==> src/rtl/stopwatch_ctrl.sv <==
// Stopwatch control: button edge detection, run/lap/pause sequencing and a
// six-digit BCD MM:SS.cc time counter feeding the display multiplexer.
// Emits a one-cycle tb_sync pulse on each start from zero so the 10 ms
// divider restarts its phase.
module stopwatch_ctrl #(
    parameter int unsigned MIN_MOD = 60
) (
    input  logic        clk,
    input  logic        reset,
    input  logic        tick_10ms,
    input  logic        btn_ss,
    input  logic        btn_lap,
    input  logic        btn_clr,
    output logic [23:0] disp_bcd,
    output logic        running,
    output logic        lap_hold,
    output logic        overflow,
    output logic        tb_sync
);

    typedef enum logic [1:0] {
        ST_IDLE    = 2'd0,
        ST_RUNNING = 2'd1,
        ST_LAP     = 2'd2,
        ST_PAUSED  = 2'd3
    } state_t;

    // Highest legal minute value, split into its BCD digits.
    localparam logic [3:0] MAX_MT = 4'((MIN_MOD - 1) / 10);
    localparam logic [3:0] MAX_MO = 4'((MIN_MOD - 1) % 10);

    state_t      state_q;
    logic        btn_ss_q;
    logic        btn_lap_q;
    logic        btn_clr_q;
    logic [23:0] count_q;
    logic [23:0] lap_reg_q;
    logic        running_q;
    logic        lap_hold_q;
    logic        overflow_q;
    logic        tb_sync_q;

    logic        ss_ev_s;
    logic        lap_ev_s;
    logic        clr_ev_s;
    logic [23:0] count_d;
    logic        wrap_d;

    // Rising-edge events; a held button yields one event only.
    always_comb begin
        ss_ev_s  = btn_ss  & ~btn_ss_q;
        lap_ev_s = btn_lap & ~btn_lap_q;
        clr_ev_s = btn_clr & ~btn_clr_q;
    end

    // Incremented BCD count with ripple carries; wrap flags the minute rollover.
    always_comb begin
        count_d = count_q;
        wrap_d  = 1'b0;
        if (count_q[3:0] != 4'd9) begin
            count_d[3:0] = count_q[3:0] + 4'd1;
        end else begin
            count_d[3:0] = 4'd0;
            if (count_q[7:4] != 4'd9) begin
                count_d[7:4] = count_q[7:4] + 4'd1;
            end else begin
                count_d[7:4] = 4'd0;
                if (count_q[11:8] != 4'd9) begin
                    count_d[11:8] = count_q[11:8] + 4'd1;
                end else begin
                    count_d[11:8] = 4'd0;
                    if (count_q[15:12] != 4'd5) begin
                        count_d[15:12] = count_q[15:12] + 4'd1;
                    end else begin
                        count_d[15:12] = 4'd0;
                        if ((count_q[23:20] == MAX_MT) && (count_q[19:16] == MAX_MO)) begin
                            count_d[23:16] = 8'h00;
                            wrap_d         = 1'b1;
                        end else if (count_q[19:16] != 4'd9) begin
                            count_d[19:16] = count_q[19:16] + 4'd1;
                        end else begin
                            count_d[19:16] = 4'd0;
                            count_d[23:20] = count_q[23:20] + 4'd1;
                        end
                    end
                end
            end
        end
    end

    // Control FSM, time counter, lap capture and registered status outputs.
    always_ff @(posedge clk) begin
        if (reset) begin
            state_q    <= ST_IDLE;
            btn_ss_q   <= 1'b0;
            btn_lap_q  <= 1'b0;
            btn_clr_q  <= 1'b0;
            count_q    <= 24'h000000;
            lap_reg_q  <= 24'h000000;
            running_q  <= 1'b0;
            lap_hold_q <= 1'b0;
            overflow_q <= 1'b0;
            tb_sync_q  <= 1'b0;
        end else begin
            btn_ss_q  <= btn_ss;
            btn_lap_q <= btn_lap;
            btn_clr_q <= btn_clr;
            tb_sync_q <= 1'b0;

            // Counting uses the state before this edge's transition.
            if (tick_10ms && ((state_q == ST_RUNNING) || (state_q == ST_LAP))) begin
                count_q <= count_d;
                if (wrap_d) begin
                    overflow_q <= 1'b1;
                end
            end

            case (state_q)
                ST_IDLE: begin
                    if (ss_ev_s) begin
                        state_q   <= ST_RUNNING;
                        running_q <= 1'b1;
                        tb_sync_q <= 1'b1;
                    end
                end
                ST_RUNNING: begin
                    if (ss_ev_s) begin
                        state_q   <= ST_PAUSED;
                        running_q <= 1'b0;
                    end else if (lap_ev_s) begin
                        // Capture the value before any same-edge increment.
                        state_q    <= ST_LAP;
                        lap_reg_q  <= count_q;
                        lap_hold_q <= 1'b1;
                    end
                end
                ST_LAP: begin
                    if (ss_ev_s) begin
                        state_q    <= ST_PAUSED;
                        running_q  <= 1'b0;
                        lap_hold_q <= 1'b0;
                    end else if (lap_ev_s) begin
                        state_q    <= ST_RUNNING;
                        lap_hold_q <= 1'b0;
                    end
                end
                ST_PAUSED: begin
                    if (ss_ev_s) begin
                        state_q   <= ST_RUNNING;
                        running_q <= 1'b1;
                    end else if (clr_ev_s) begin
                        state_q    <= ST_IDLE;
                        count_q    <= 24'h000000;
                        overflow_q <= 1'b0;
                    end
                end
                default: begin
                    state_q    <= ST_IDLE;
                    running_q  <= 1'b0;
                    lap_hold_q <= 1'b0;
                end
            endcase
        end
    end

    assign disp_bcd = lap_hold_q ? lap_reg_q : count_q;
    assign running  = running_q;
    assign lap_hold = lap_hold_q;
    assign overflow = overflow_q;
    assign tb_sync  = tb_sync_q;

endmodule
==> config.mk <==
export PLATFORM = sky130hd
export DESIGN_NAME = stopwatch_ctrl
export DESIGN_NICKNAME = d
export VERILOG_FILES = /design/src/rtl/stopwatch_ctrl.sv
export SDC_FILE = /design/constraint.sdc
export NUM_CORES = 1
export LEC_CHECK = 0
export BUFFER_PORTS_ARGS = -buffer_cell sky130_fd_sc_hd__buf_2
export CAP_MARGIN = 20
export CORE_UTILIZATION = 40
export CTS_BUF_LIST = sky130_fd_sc_hd__clkbuf_8
export CTS_CLUSTER_DIAMETER = 150
export CTS_CLUSTER_SIZE = 30
export DETAILED_ROUTE_END_ITERATION = 12
export PLACE_DENSITY = 0.61
export SETUP_SLACK_MARGIN = 0.2
export SLEW_MARGIN = 20
export SYNTH_ARGS = -nofsm -noshare
export SYNTH_HDL_FRONTEND = slang
export SYNTH_SLANG_ARGS = --single-unit
==> constraint.sdc <==
create_clock -name clk -period 2.3 [get_ports clk]
set_input_delay 0.46 -clock clk [delete_from_list [all_inputs] [get_ports clk]]
set_output_delay 0.46 -clock clk [all_outputs]
set_load 0.01 [all_outputs]
==> results of run 1 <==
[cells by family (layout without fill, tap and decap cells)]
family / count (synthesis) / after routing
simple gates: 132 / 133
compound gates: 72 / 72
flops: 57 / 57
buf+inv: 37 / 74
mux: 22 / 22
fa+ha+maj: 9 / 9
xor+xnor: 7 / 7
[worst max path at each step]
stage                                  startpoint                      to  slack [ns]  cells after the start
final                     state_q[0]$_SDFFE_PP0P_  count_q[21]$_SDFF_PP0_        0.37                      6
after global routing      state_q[0]$_SDFFE_PP0P_  count_q[16]$_SDFF_PP0_        0.25                      6
after CTS                 state_q[0]$_SDFFE_PP0P_  count_q[18]$_SDFF_PP0_        0.25                      6
after detailed placement  state_q[0]$_SDFFE_PP0P_  count_q[18]$_SDFF_PP0_        0.27                      6
after global placement    state_q[0]$_SDFFE_PP0P_  count_q[16]$_SDFF_PP0_        0.34                      6
after floorplan           state_q[0]$_SDFFE_PP0P_  count_q[23]$_SDFF_PP0_        0.42                      7
[through the flow]
step                power [mW]  utilization (%)  hold WS, ns  setup slack [ns]
finish                    2.23             48.3        0.346             0.368
global route              2.35             48.3        0.343             0.251
CTS                       2.24             47.6        0.334             0.247
detailed placement        1.41             45.1        0.445             0.271
global placement          1.40             45.1        0.438             0.342
floorplan                 1.31                -        0.433             0.424
[final cells by class]
class	count	area [µm²]
inverter	13	48.8
tap	96	120
timing repair buffer	45	255
clock buffer	11	151
sequential	57	1140
fill	674	3510
multi-input combinational	243	1540
clock inverter	5	22.5
[registers in the layout, summed over array words and instances (netlist names)]
name,flops
lap_reg_q,24
tb_sync,1
state_q,2
lap_hold,1
count_q,24
btn_lap_q,1
overflow,1
btn_ss_q,1
btn_clr_q,1
running,1
[placed cells by master (no fill, tap or decap), types with 2 or more instances in the layout]
cell,count
nand3_1,7
and4bb_4,2
nor2b_1,9
o31ai_1,2
or4_1,7
buf_2,33
mux2i_1,3
o211ai_1,2
buf_4,12
a311oi_1,2
a31oi_1,3
a21oi_1,40
clkinv_2,3
nand4_1,4
dfxtp_1,56
ha_1,8
inv_1,14
o21ai_0,16
nand2_1,64
nor3b_1,4
clkbuf_8,11
nor2_1,16
xor2_1,6
and3_1,3
nor3_1,5
mux2_2,19
[repair_timing]
action,4_1_cts,5_1_grt
setup buffers,0,2
gates resized for setup,0,4
endpoints found under the setup margin,0,10
hold endpoints to repair,0,0
[routing by layer]
layer | GRT usage [%] | wire, µm | up-vias
met1 | 22.9 | 2970 | 1089
met5 | 0 | 0 | -
met2 | 28.1 | 2840 | 39
met3 | 3.46 | 178 | 11
met4 | 10.3 | 123 | 0
li1 | - | - | 1238
[where the power goes]
part           internal (mW)  switching (mW)  total [mW]
Combinational          0.142           0.215       0.356
Clock                  0.436           0.390       0.826
Sequential              1.02          0.0324        1.05
Total                   1.60           0.637        2.23
[synthesized netlist by cell type, types with 2 or more instances]
cell type | n | area share [%]
a21oi_1 | 40 | 7.1
ha_1 | 9 | 4.0
clkbuf_1 | 14 | 1.9
buf_2 | 5 | 0.89
nor2b_1 | 9 | 2.0
inv_1 | 13 | 1.7
a311oi_1 | 2 | 0.62
o31ai_1 | 2 | 0.53
o211ai_1 | 2 | 0.53
nand3_1 | 7 | 1.2
buf_6 | 3 | 1.2
nor3_1 | 5 | 0.89
mux2i_1 | 3 | 1.1
and3_1 | 3 | 0.66
nand2_1 | 64 | 8.5
o21ai_0 | 16 | 2.8
and4bb_4 | 2 | 1.2
nand4_1 | 4 | 0.89
xor2_1 | 6 | 1.9
a31oi_1 | 3 | 0.66
or4_1 | 7 | 1.9
nor2_1 | 16 | 2.1
nor3b_1 | 4 | 1.1
mux2_2 | 19 | 7.6
dfxtp_1 | 57 | 40
==> impl_metrics.tcl, run 1 <==
set metrics [dict create \
    synth_top_family_by_area "simple AND/OR/NAND/NOR gates" \
    synth.mux.area_fraction_pct 8.64 \
    layout.nets 384 \
    grt_pass1_vias 2207 \
    ff2ff_path_depth 6 \
    dp_hpwl_um 4110 \
    fin_crit_ns 1.93 \
    synth_nets 351 \
    worstSetupStartpointType "flop" \
    cap_violations 0 \
    die_area_mm2 0.00740 \
    vias 2377 \
    max_slew_margin_pct 62.6 \
    synth_fa_ha_area_share_pct 3.99 \
    hold-path-cell-count 2 \
    synth.distinct_cells 46 \
    async_reset_ff_share_pct 0 \
    r2r_start "state_q[0]$_SDFFE_PP0P_" \
    worst_pin_slew_ns 0.559 \
    fmax_ghz 0.518 \
    dieWidth_um 86.0 \
    worstPathArrival_ns 2.20 \
    min_from "btn_lap" \
    grtUsageTotal_pct 17.9 \
    wl_um 6110 \
    grt-ovfl-total 0 \
    initial_core_util_pct 41.6 \
    synth_xor_area_share_pct 2.17 \
    min_to "btn_lap_q$_SDFF_PP0_" \
    final_max_slew_viol_count 0 \
    synthSimpleGateAreaFrac_pct 24.4 \
    required_ns 2.57 \
    path_cells "inv_2 -> ha_4 -> and3_2 -> nand4_4 -> or4_1 -> a21oi_1" \
    critPathMaxStageDelay_ns 0.53 \
    rows 30 \
    syn_avg_cell_area_um2 8.41 \
    core_area_mm2 0.00679 \
    finalSetupViolCount 0 \
    instances_no_fill 470 \
    synth_edf_count 0 \
    viasPerCell 5.06 \
    avgRoutedWirePerCell_um 13.0 \
    ys_warn_count 0 \
    hold_viol_final 0 \
    rsz0062_at_grt "false" \
    cts_tree "built" \
    cp-end-kind "flop" \
    io_buffers 33 \
    synth_compound_area_share_pct 14.4 \
    power_density_mw_per_mm2 681 \
    synthToLayoutAreaGrowth_pct 16.1 \
    rrSetupSlack_ns 0.37 \
    cts-buffers-inserted 9 \
    cts_hold_buf 0 \
    ys.flop_type "dfxtp_1" \
    ios 34 \
    fin_skew_ns 0.00954 \
    status "completed" \
    path_clk_slew_ns 0.07 \
    critical_path_buf_inv_count 1 \
    cts_root_buf "clkbuf_8" \
    antenna_found_initial 0 \
    firstDrtPassIters 6 \
    layout-drive-gt1-share_pct 24.3 \
    finalCritPeriodShare_pct 84.0 \
    final_area_mm2 0.00328 \
    diodes 0 \
    setup_tns_ns 0 \
    syn_inst 336 \
    peakVddDrop_mv 0.291 \
    worstSetupPathType "flop to flop" \
    route.detailed.drc 0 \
    cts.sinks 57 \
    min_path_type "input pin to flop" \
    clk_latency_ns 0.33 \
    ys_seq_elements 57 \
    placedCellCount 451 \
    gp_congestion 0.780 \
    critPathTopFamily "simple AND/OR/NAND/NOR gates" \
    placed_area_mm2 0.00306 \
    clockBufferDepth 2 \
    yosysSeqAreaShare_pct 40.4 \
    rr_endpoint "count_q[21]$_SDFF_PP0_" \
    drt_iter0_markers 89 \
    die_y_um 86.0 \
    leakage_nw 1.31 \
    grt_max_degree 33 \
    crit_fanout 8 \
    antenna_left 0 \
    grt_pass1_wl_um 10400 \
    syn_area_mm2 0.00283 \
    slowest_stage "or4_1" \
    htreeDepth 3 \
]
(Power assumes the default switching activity.)
==> run 2, diff against run 1 <==
clock period = 2 ns   (was 2.3 ns; I/O delays follow)
==> run 2 against run 1 <==
Clock skew increased by 0.0015 ns; total power up 18%; clock power up 19%; first-iteration DRC count grew 13%; global-route usage up 0.91 points; cell count rose by 2.1%; hold slack worse by 0.048 ns; via count rose by 2.7%; routed wire length increased by 5.2%.
==> impl_metrics.tcl, run 2 (synthesis gave the netlist of run 1 again) <==
set metrics [dict create \
    grt-ovfl-total 0 \
    hold-path-cell-count 2 \
    io_buffers 33 \
    core_area_mm2 0.00679 \
    worstPathArrival_ns 1.41 \
    ios 34 \
    finalPower_mw 2.64 \
    antenna_left 0 \
    rrSetupSlack_ns 0.24 \
    cts_hold_buf 0 \
    final_common_cell "nand2_1" \
    hold_viol_final 0 \
    fmax_ghz 0.554 \
    wl_um 6430 \
    fin_crit_ns 1.81 \
    worst_pin_slew_ns 0.369 \
    final_cell_mix "nand2_1, dfxtp_1, a21oi_1, buf_2, buf_4" \
    instances_no_fill 480 \
    die_area_mm2 0.00740 \
    htreeDepth 3 \
    clk_latency_ns 0.33 \
    cap_violations 0 \
    peakVddDrop_mv 0.293 \
    grt_max_degree 33 \
    leakage_nw 1.37 \
    required_ns 1.60 \
    viasPerCell 5.08 \
    power_density_mw_per_mm2 780 \
    min_to "btn_clr_q$_SDFF_PP0_" \
    cts.sinks 57 \
    final_max_slew_viol_count 0 \
    firstDrtPassIters 4 \
    ff2ff_path_depth 6 \
    diodes 0 \
    drt_iter0_markers 101 \
    rr_endpoint "count_q[17]$_SDFF_PP0_" \
    grtUsageTotal_pct 18.8 \
    fin_skew_ns 0.0111 \
    cts_root_buf "clkbuf_8" \
    die_y_um 86.0 \
    layout.nets 395 \
    dieWidth_um 86.0 \
    setup_tns_ns 0 \
    rsz0062_at_grt "true" \
    vias 2440 \
    route.detailed.drc 0 \
    min_from "btn_clr" \
    cts_tree "built" \
    clockBufferDepth 2 \
    status "completed" \
    layout-drive-gt1-share_pct 28.4 \
    grt_pass1_vias 2277 \
    worstSetupPathType "flop to output port" \
    crit_fanout 19 \
    dp_hpwl_um 4220 \
    placedCellCount 460 \
    synthToLayoutAreaGrowth_pct 19.9 \
    finalSetupViolCount 0 \
    avgRoutedWirePerCell_um 13.4 \
    rows 30 \
    grt_pass1_wl_um 10800 \
    max_slew_margin_pct 75.4 \
    initial_core_util_pct 41.6 \
    cts-buffers-inserted 9 \
    r2r_start "state_q[1]$_SDFFE_PP0P_" \
    finalCritPeriodShare_pct 90.3 \
    antenna_found_initial 0 \
    path_clk_slew_ns 0.07 \
    min_path_type "input pin to flop" \
    gp_congestion 0.780 \
    reg_top3 "count_q: 24 flops, lap_reg_q: 24 flops, state_q: 2 flops" \
    cp-end-kind "output port" \
    worstSetupStartpointType "flop" \
]
## run 2: worst max-delay path by stage
stage	slack, ns	to	depth (start not counted)	from
2_1_floorplan	0.24	count_q[23]$_SDFF_PP0_	7	state_q[1]$_SDFFE_PP0P_
3_3_place_gp	0.16	count_q[17]$_SDFF_PP0_	6	state_q[0]$_SDFFE_PP0P_
3_5_place_dp	0.12	count_q[17]$_SDFF_PP0_	6	state_q[1]$_SDFFE_PP0P_
4_1_cts	0.18	disp_bcd[18]	3	lap_hold$_SDFFE_PP0P_
5_1_grt	0.12	disp_bcd[18]	3	lap_hold$_SDFFE_PP0P_
6_report	0.19	disp_bcd[18]	3	lap_hold$_SDFFE_PP0P_
## run 2: report_power, final
part	switching, mW	internal (mW)
Combinational	0.266	0.186
Clock	0.445	0.537
Sequential	0.0312	1.18
Total	0.743	1.90
## run 2: metrics by stage
step / instance area (µm²) / util (%) / worst slack (ns) / hold WS, ns
2_1_floorplan: 2840 / - / 0.237 / 0.433
3_3_place_gp: 3150 / 46.3 / 0.158 / 0.438
3_5_place_dp: 3150 / 46.3 / 0.122 / 0.445
4_1_cts: 3360 / 49.5 / 0.175 / 0.287
5_1_grt: 3390 / 49.9 / 0.124 / 0.300
6_report: 3390 / 49.9 / 0.195 / 0.298
## run 2: area by class of cell
type / instances / area [µm²]
fill: 650 / 3410
multi-input combinational: 243 / 1550
sequential: 57 / 1150
timing repair buffer: 56 / 338
clock buffer: 12 / 165
tap: 96 / 120
inverter: 13 / 51.3
clock inverter: 3 / 15.0
## run 2: what timing repair did
item	in CTS	in global routing
cloned	1	0
resized for setup	3	5
pin swaps	0	5
setup buffers	2	2
setup endpoints to repair	27	29
## run 2: worst max-delay path: stages, from the launching register on
cell	delay, ns
dfxtp_1	0.33
buf_4	0.23
mux2_2	0.36
buf_2	0.14
## run 2: metal layers
layer	vias up	track usage, %	wire length (µm)
li1	1254	-	-
met1	1140	24.7	3220
met2	39	29.1	2960
met3	7	5.49	184
met4	0	6.97	62
met5	-	0	0
